==> src/rtl/amns_pkg.sv <==
// Shared AMNS operand-bank types: load-target select and coefficient word indexing.
package amns_pkg;

    typedef enum logic [1:0] {
        SEL_A   = 2'b00,
        SEL_B   = 2'b01,
        SEL_M   = 2'b10,
        SEL_MP0 = 2'b11
    } sel_e;

    // Flat word index of word j of coefficient i, with s words per coefficient
    function automatic int unsigned word_idx(input int unsigned i, input int unsigned j,
                                             input int unsigned s);
        return i * s + j;
    endfunction

endpackage

==> src/rtl/amns_word_shreg.sv <==
// Word-granular shift register: serial load into the top word, right shift with
// rotate (word 0 re-enters at the top) or zero-fill.
module amns_word_shreg #(
    parameter int unsigned WORD_WIDTH = 17,
    parameter int unsigned DEPTH      = 20,
    parameter int unsigned ROTATE     = 1
) (
    input  logic                        clock,
    input  logic                        reset,
    input  logic                        load_i,
    input  logic [WORD_WIDTH-1:0]       din_i,
    input  logic                        shift_i,
    output logic [DEPTH*WORD_WIDTH-1:0] q_o
);

    localparam int unsigned TOT = DEPTH * WORD_WIDTH;
    localparam int unsigned TOP = TOT - WORD_WIDTH;

    logic [TOT-1:0]        q_q;
    logic [TOT-1:0]        q_d;
    logic [WORD_WIDTH-1:0] top_c;

    // Load and shift are the same move; only the word entering the top differs
    always_comb begin
        top_c = (ROTATE != 0) ? q_q[WORD_WIDTH-1:0] : '0;
        if (load_i) begin
            top_c = din_i;
        end
        q_d = q_q;
        if (load_i || shift_i) begin
            q_d = (q_q >> WORD_WIDTH) | (TOT'(top_c) << TOP);
        end
    end

    always_ff @(posedge clock) begin
        if (reset) begin
            q_q <= '0;
        end else begin
            q_q <= q_d;
        end
    end

    assign q_o = q_q;

endmodule

==> src/rtl/amns_operand_bank.sv <==
// AMNS multiplier operand bank: double-buffered A/B, modulus M and M'0 registers
// loaded over a serial word stream, plus a parallel-in/serial-out result buffer.
module amns_operand_bank
    import amns_pkg::*;
#(
    parameter int unsigned WORD_WIDTH = 17,
    parameter int unsigned N          = 5,
    parameter int unsigned S          = 4,
    parameter int unsigned ROTATE     = 1
) (
    input  logic                          clock,
    input  logic                          reset,
    input  logic                          in_valid_i,
    output logic                          in_ready_o,
    input  logic [1:0]                    in_sel_i,
    input  logic [WORD_WIDTH-1:0]         in_data_i,
    output logic                          op_valid_o,
    input  logic                          op_release_i,
    input  logic                          b_shift_i,
    input  logic                          m_shift_i,
    output logic [N*S*WORD_WIDTH-1:0]     a_dout_o,
    output logic [N*WORD_WIDTH-1:0]       b_dout_o,
    output logic [N*WORD_WIDTH-1:0]       m_dout_o,
    output logic [N*WORD_WIDTH-1:0]       mp0_dout_o,
    input  logic                          res_load_i,
    input  logic [N*WORD_WIDTH-1:0]       res_din_i,
    output logic                          res_valid_o,
    input  logic                          res_ready_i,
    output logic [WORD_WIDTH-1:0]         res_data_o,
    output logic                          err_o
);

    localparam int unsigned W     = WORD_WIDTH;
    localparam int unsigned WORDS = N * S;
    localparam int unsigned TOT   = WORDS * W;
    localparam int unsigned CW    = $clog2(WORDS + 1);
    localparam int unsigned LW    = $clog2(S + 1);

    // Load sequencing and bank bookkeeping
    logic          busy_q, busy_d;
    sel_e          sel_q, sel_d;
    logic [CW-1:0] wcnt_q, wcnt_d;
    logic          wr_ptr_q, wr_ptr_d;
    logic          rd_ptr_q, rd_ptr_d;
    logic [1:0]    a_full_q, a_full_d;
    logic [1:0]    b_full_q, b_full_d;
    logic          err_q, err_d;

    // Result buffer
    logic [TOT-1:0] res_q, res_d;
    logic           res_full_q, res_full_d;
    logic [LW-1:0]  res_lcnt_q, res_lcnt_d;
    logic [CW-1:0]  res_dcnt_q, res_dcnt_d;

    sel_e       sel_c;
    logic       ready_c;
    logic       op_valid_c;
    logic       xfer_c;
    logic       last_c;
    logic       rel_c;
    logic       done_c;
    logic       other_free_c;
    logic       res_wr_c;
    logic       res_pop_c;
    logic [1:0] a_load_c;
    logic [1:0] b_load_c;
    logic [1:0] b_shift_c;

    logic [TOT-1:0]   a_bank [2];
    logic [TOT-1:0]   b_bank [2];
    logic [TOT-1:0]   m_word;
    logic [N*W-1:0]   mp0_word;

    // Target is taken from the port only on the first word of a load
    assign sel_c      = busy_q ? sel_q : sel_e'(in_sel_i);
    assign op_valid_c = a_full_q[rd_ptr_q] & b_full_q[rd_ptr_q];

    always_comb begin
        ready_c = 1'b0;
        case (sel_c)
            SEL_A:   ready_c = !a_full_q[wr_ptr_q];
            SEL_B:   ready_c = !b_full_q[wr_ptr_q];
            default: ready_c = !op_valid_c;
        endcase
    end

    assign in_ready_o  = ready_c & ~reset;
    assign op_valid_o  = op_valid_c & ~reset;
    assign res_valid_o = res_full_q & ~reset;

    assign xfer_c    = in_valid_i & in_ready_o;
    assign last_c    = (sel_c == SEL_MP0) ? (wcnt_q == CW'(N - 1)) : (wcnt_q == CW'(WORDS - 1));
    assign done_c    = xfer_c & last_c;
    assign rel_c     = op_release_i & op_valid_o;
    assign res_wr_c  = res_load_i & ~res_full_q;
    assign res_pop_c = res_valid_o & res_ready_i;

    always_comb begin
        a_load_c  = '0;
        b_load_c  = '0;
        b_shift_c = '0;
        a_load_c[wr_ptr_q]  = xfer_c && (sel_c == SEL_A);
        b_load_c[wr_ptr_q]  = xfer_c && (sel_c == SEL_B);
        b_shift_c[rd_ptr_q] = b_shift_i && op_valid_c;
    end

    for (genvar g = 0; g < 2; g++) begin : g_bank
        amns_word_shreg #(.WORD_WIDTH(W), .DEPTH(WORDS), .ROTATE(ROTATE)) u_a (
            .clock   (clock),
            .reset   (reset),
            .load_i  (a_load_c[g]),
            .din_i   (in_data_i),
            .shift_i (1'b0),
            .q_o     (a_bank[g])
        );
        amns_word_shreg #(.WORD_WIDTH(W), .DEPTH(WORDS), .ROTATE(ROTATE)) u_b (
            .clock   (clock),
            .reset   (reset),
            .load_i  (b_load_c[g]),
            .din_i   (in_data_i),
            .shift_i (b_shift_c[g]),
            .q_o     (b_bank[g])
        );
    end

    amns_word_shreg #(.WORD_WIDTH(W), .DEPTH(WORDS), .ROTATE(ROTATE)) u_m (
        .clock   (clock),
        .reset   (reset),
        .load_i  (xfer_c && (sel_c == SEL_M)),
        .din_i   (in_data_i),
        .shift_i (m_shift_i),
        .q_o     (m_word)
    );

    amns_word_shreg #(.WORD_WIDTH(W), .DEPTH(N), .ROTATE(ROTATE)) u_mp0 (
        .clock   (clock),
        .reset   (reset),
        .load_i  (xfer_c && (sel_c == SEL_MP0)),
        .din_i   (in_data_i),
        .shift_i (1'b0),
        .q_o     (mp0_word)
    );

    always_comb begin
        busy_d   = busy_q;
        sel_d    = sel_q;
        wcnt_d   = wcnt_q;
        a_full_d = a_full_q;
        b_full_d = b_full_q;
        rd_ptr_d = rd_ptr_q ^ rel_c;
        err_d    = err_q | (op_release_i & ~op_valid_c) | (res_load_i & res_full_q);

        if (xfer_c) begin
            sel_d = sel_c;
            if (last_c) begin
                busy_d = 1'b0;
                wcnt_d = '0;
            end else begin
                busy_d = 1'b1;
                wcnt_d = wcnt_q + CW'(1);
            end
        end

        if (rel_c) begin
            a_full_d[rd_ptr_q] = 1'b0;
            b_full_d[rd_ptr_q] = 1'b0;
        end
        if (done_c && (sel_c == SEL_A)) begin
            a_full_d[wr_ptr_q] = 1'b1;
        end
        if (done_c && (sel_c == SEL_B)) begin
            b_full_d[wr_ptr_q] = 1'b1;
        end

        // Only move the write pointer onto a bank that is (or is being made) free
        other_free_c = !(a_full_q[!wr_ptr_q] & b_full_q[!wr_ptr_q])
                       || (rel_c && (rd_ptr_q != wr_ptr_q));
        wr_ptr_d = wr_ptr_q ^ (a_full_q[wr_ptr_q] & b_full_q[wr_ptr_q] & other_free_c);
    end

    // Result buffer: column-wise parallel fill, then drain from index 0 upwards
    always_comb begin
        res_d      = res_q;
        res_full_d = res_full_q;
        res_lcnt_d = res_lcnt_q;
        res_dcnt_d = res_dcnt_q;
        if (res_wr_c) begin
            for (int unsigned i = 0; i < N; i++) begin
                res_d[word_idx(i, 32'(res_lcnt_q), S)*W +: W] = res_din_i[i*W +: W];
            end
            if (res_lcnt_q == LW'(S - 1)) begin
                res_full_d = 1'b1;
                res_lcnt_d = '0;
            end else begin
                res_lcnt_d = res_lcnt_q + LW'(1);
            end
        end else if (res_pop_c) begin
            res_d = res_q >> W;
            if (res_dcnt_q == CW'(WORDS - 1)) begin
                res_full_d = 1'b0;
                res_dcnt_d = '0;
            end else begin
                res_dcnt_d = res_dcnt_q + CW'(1);
            end
        end
    end

    always_ff @(posedge clock) begin
        if (reset) begin
            busy_q     <= 1'b0;
            sel_q      <= SEL_A;
            wcnt_q     <= '0;
            wr_ptr_q   <= 1'b0;
            rd_ptr_q   <= 1'b0;
            a_full_q   <= '0;
            b_full_q   <= '0;
            err_q      <= 1'b0;
            res_q      <= '0;
            res_full_q <= 1'b0;
            res_lcnt_q <= '0;
            res_dcnt_q <= '0;
        end else begin
            busy_q     <= busy_d;
            sel_q      <= sel_d;
            wcnt_q     <= wcnt_d;
            wr_ptr_q   <= wr_ptr_d;
            rd_ptr_q   <= rd_ptr_d;
            a_full_q   <= a_full_d;
            b_full_q   <= b_full_d;
            err_q      <= err_d;
            res_q      <= res_d;
            res_full_q <= res_full_d;
            res_lcnt_q <= res_lcnt_d;
            res_dcnt_q <= res_dcnt_d;
        end
    end

    always_comb begin
        a_dout_o = a_bank[rd_ptr_q];
        b_dout_o = '0;
        m_dout_o = '0;
        for (int unsigned i = 0; i < N; i++) begin
            b_dout_o[i*W +: W] = b_bank[rd_ptr_q][word_idx(i, 0, S)*W +: W];
            m_dout_o[i*W +: W] = m_word[word_idx(i, 0, S)*W +: W];
        end
    end

    assign mp0_dout_o = mp0_word;
    assign res_data_o = res_q[W-1:0];
    assign err_o      = err_q;

endmodule

==> config.mk <==
export PLATFORM = sky130hd
export DESIGN_NAME = amns_operand_bank
export DESIGN_NICKNAME = d
export VERILOG_FILES = /design/src/rtl/amns_pkg.sv /design/src/rtl/amns_word_shreg.sv /design/src/rtl/amns_operand_bank.sv
export SDC_FILE = /design/constraint.sdc
export NUM_CORES = 2
export LEC_CHECK = 0
export CAP_MARGIN = 0
export CORE_ASPECT_RATIO = 0.7
export CORE_MARGIN = 2
export CORE_UTILIZATION = 45
export DETAILED_ROUTE_END_ITERATION = 16
export SYNTH_ARGS = -nofsm -noshare
export SYNTH_HDL_FRONTEND = slang
export SYNTH_SLANG_ARGS = --single-unit
==> constraint.sdc <==
create_clock -name clock -period 4.9 [get_ports clock]
set_clock_uncertainty 0.1 [all_clocks]
set_input_delay 0.98 -clock clock [delete_from_list [all_inputs] [get_ports clock]]
set_output_delay 0.98 -clock clock [all_outputs]
set_load 0.05 [all_outputs]
==> flow_metrics.tcl <==
set metrics [dict create \
    drc 0 \
    power_density_of_the_placed_cells_mw_per_mm2 350.4 \
    finalWorstPathRequiredPeriod_ns 4.662 \
    totalWireLength_um 423200 \
    async_reset_ff_share_pct 0 \
    post-layout-total-power_mw 38.60 \
    first_pass_iters 9 \
    regArea_mm2 0.04303 \
    synth_flop_cell "sky130_fd_sc_hd__dfxtp_1" \
    largest_family_of_logic_cells_by_synthesized_area "compound AO/OA/AOI/OAI gates" \
    clock_sink_count 2149 \
    chipHeight_um 383.2 \
    synth_area_leader_cell "sky130_fd_sc_hd__dfxtp_1" \
    core_area_mm2 0.2045 \
    yosysSeqAreaShare_pct 46.54 \
    grt_busiest_layer "met1" \
    synth_enable_flop_cells 0 \
    cp_max_fo 38 \
    rsz_0062_raised_after_global_routing "no" \
    power_leakage_nw 36.37 \
    max-slew-margin-rel_pct 3.272 \
    type_of_element_capturing_the_critical_path "output pin" \
    run_status "completed" \
    per_instance_average_area_after_synthesis_um2 7.816 \
    row_count 139 \
    synth.cell_area_mm2 0.09244 \
    grt_pass1_vias 82854 \
    drt_iter0_markers 12853 \
    io_pins 728 \
    grtUsageTotal_pct 38.46 \
    postSynthCellCount 11827 \
    gr-usage-met3_pct 14.18 \
    grt_antenna_before_repair 53 \
    detail_route.wl_per_cell_um 28.08 \
    drt.antenna.violating_nets 0 \
    cts.path.max_buffers 4 \
    cts_post_setup_buffers_inserted 0 \
    cts-htree-levels 4 \
    buffer_ports.inserted 727 \
    final_cell_count_no_fill 15075 \
    muxShareOfSynthArea_pct 5.822 \
    layout_worst_path_cycle_share_pct 95.14 \
    hp-class "reg -> reg" \
    dieArea_mm2 0.2091 \
    grt_start_max_net_pins 224 \
    clkTransAtPathRegs_ns 0.06 \
    path_delay_family "buffers and inverters" \
    post_synth_main_area_contributors "sky130_fd_sc_hd__dfxtp_1 47%, sky130_fd_sc_hd__nand2_1 16%, sky130_fd_sc_hd__a21oi_1 11%, sky130_fd_sc_hd__mux2_2 5.2%, sky130_fd_sc_hd__clkbuf_1 2.9%" \
    worstPathCellList "buf_4 -> mux2_2 -> clkdlybuf4s50_1" \
    worst_ep_required_time_ns 3.82 \
    fin_ws_ns 0.2380 \
    timing_max_transition_violations_final 0 \
    cts_made_buffers 213 \
    critical-path-slowest-cell "sky130_fd_sc_hd__clkdlybuf4s50_1" \
    vias 91268 \
    post_synthesis_share_of_cell_area_spent_on_and_or_nand_and_nor_gates_pct 20.55 \
    ys_warn_count 0 \
    num-nets-final 12245 \
    cpPeakStageDelay_ns 0.83 \
    netlist-cell-type-count 93 \
    area_used_by_multi_input_combinational_logic_mm2 0.04401 \
    synth_compound_area_share_pct 20.84 \
    synth_xor_xnor_area_share_pct 0.06632 \
    finalHoldViolations 0 \
    irDropWorstVdd_uv 309.6 \
    detail_route.vias_per_cell 6.054 \
    timing.hold.ws_ns 0.3157 \
    initial_utilization_pct 45.20 \
    gp_congestion 1.069 \
    worstSetupStartpointType "flip-flop" \
    maxClockFrequency_mhz 214.5 \
    grt_pass1_wl_um 597500 \
    pre_cts_ws_ns 0.6225 \
    critical_path.n_buffers_inverters 2 \
    worst_skew_pair.late_latency_ns 0.90 \
    share_of_the_synthesized_area_in_the_top_cell_type_pct 46.54 \
    worstMarginPinSlew_ns 1.446 \
    grt_overflow 0 \
    final_layout_size_suffix_gt1_share_pct 11.77 \
    final_common_cell "sky130_fd_sc_hd__nand2_1" \
    synth_nets 11949 \
    hpwlAfterDp_um 297600 \
    placedCellCount 14657 \
    final.setup.tns_ns 0 \
    post_synthesis_share_of_cell_area_spent_on_full_adders_half_adders_and_majority_gates_pct 0.1462 \
    global_route.usage.met2_pct 51.46 \
    floorplan.die.width_um 545.7 \
    tritoncts_clock_tree "yes" \
    setup.worst_path.class "reg -> out" \
    area_growth_syn_to_layout_pct 19.17 \
    final_report_setup_violation_count 0 \
    n_fill_cell 19506 \
    ys_ff_latch 2149 \
    cts.hold.buffers_added 0 \
    cp.arrival_ns 3.58 \
    clock_tree.root_cell "sky130_fd_sc_hd__clkbuf_16" \
    max-cap-violations 0 \
    mostFrequentLayoutCells "3924 x sky130_fd_sc_hd__nand2_1, 2147 x sky130_fd_sc_hd__dfxtp_1, 2005 x sky130_fd_sc_hd__a21oi_1" \
    cts_resized 0 \
    gr-usage-met1_pct 55.26 \
]
Yosys cell counts, types with 102 or more instances:
cell type and instances:
sky130_fd_sc_hd__nand3_1 142, sky130_fd_sc_hd__buf_2 286, sky130_fd_sc_hd__clkbuf_1 705, sky130_fd_sc_hd__a21oi_1 2005
sky130_fd_sc_hd__nand2_1 3926, sky130_fd_sc_hd__a22oi_1 106, sky130_fd_sc_hd__buf_4 156, sky130_fd_sc_hd__a221oi_1 102
sky130_fd_sc_hd__dfxtp_1 2149, sky130_fd_sc_hd__a211oi_1 158, sky130_fd_sc_hd__nor2_1 370, sky130_fd_sc_hd__o21ai_0 216
sky130_fd_sc_hd__mux2_2 427, sky130_fd_sc_hd__a32oi_1 145
cell families (layout without fill, tap and decap cells):
kind of cell               after synthesis  in the layout
buffers and inverters                 1207           1670
adders and majority gates               11             11
and+or+nand+nor                       4757           4757
other                                    0             36
DFF                                   2149           2149
muxes                                  483            483
AOI/OAI and AO/OA                     3213           3213
xor gates and xnor gates                 7              7
worst register-to-register path, delay by kind of cell (launching register included):
| kind | cells | cell delay (ns) |
|---|---|---|
| compound gates | 3 | 1.40 |
| buf+inv | 5 | 1.00 |
| fa+ha+maj | 2 | 1.00 |
| flops | 1 | 0.38 |
where the power goes:
group	switching, mW	total [mW]	internal (mW)	leakage [nW]
combinational	2.85	3.85	1.01	15.6
clock	7.36	16.9	9.55	3.47
sequential	0.174	17.8	17.7	17.3
through the flow:
| stage | area (µm²) | utilization [%] |
|---|---|---|
| after floorplan | 92440 | - |
| after global placement | 103000 | 50.37 |
| after detailed placement | 103000 | 50.37 |
| after CTS | 110100 | 53.82 |
| after global routing | 110100 | 53.84 |
| final | 110200 | 53.86 |
state kept, by name, summed over array words and instances (netlist names):
| register | cells |
|---|---|
| a_full_q | 2 |
| b_full_q | 2 |
| busy_q | 1 |
| err_o | 1 |
| g_bank.u_a.q_o | 680 |
| g_bank.u_b.q_o | 680 |
| rd_ptr_q | 1 |
| res_dcnt_q | 5 |
| res_full_q | 1 |
| res_lcnt_q | 3 |
| res_q | 340 |
| sel_q | 2 |
| u_m.q_o | 340 |
| u_mp0.q_o | 85 |
| wcnt_q | 5 |
| wr_ptr_q | 1 |
area by class of cell:
type | count | area share (%)
multi-input combinational | 8471 | 39.95
tap | 2749 | 3.122
timing repair buffer | 1277 | 11.34
inverter | 11 | 0.03748
clock inverter | 76 | 0.8519
clock buffer | 306 | 5.556
sequential | 2149 | 39.06
antenna | 36 | 0.08178
path summary, 6_finish.rpt:
kind,start,to,slack (ns),depth (start not counted)
worst max-delay path,rd_ptr_q$_SDFF_PP0_,a_dout_o[145],0.24,3
worst min-delay path,g_bank[1].u_b.q_o[26]$_SDFFE_PP0P_,g_bank[1].u_b.q_o[9]$_SDFFE_PP0P_,0.32,2
worst max register to register,res_lcnt_q[1]$_SDFFE_PP0P_,res_q[63]$_SDFFE_PP0P_,0.87,10
worst min register to register,g_bank[1].u_b.q_o[26]$_SDFFE_PP0P_,g_bank[1].u_b.q_o[9]$_SDFFE_PP0P_,0.32,2
metal layers:
| metal | vias up | wire length [µm] |
|---|---|---|
| met5 | - | 1232 |
| met4 | 40 | 17060 |
| met3 | 951 | 52770 |
| met2 | 4901 | 165100 |
| met1 | 44416 | 187100 |
| li1 | 40960 | - |
Power figures use the tool's default switching activity.
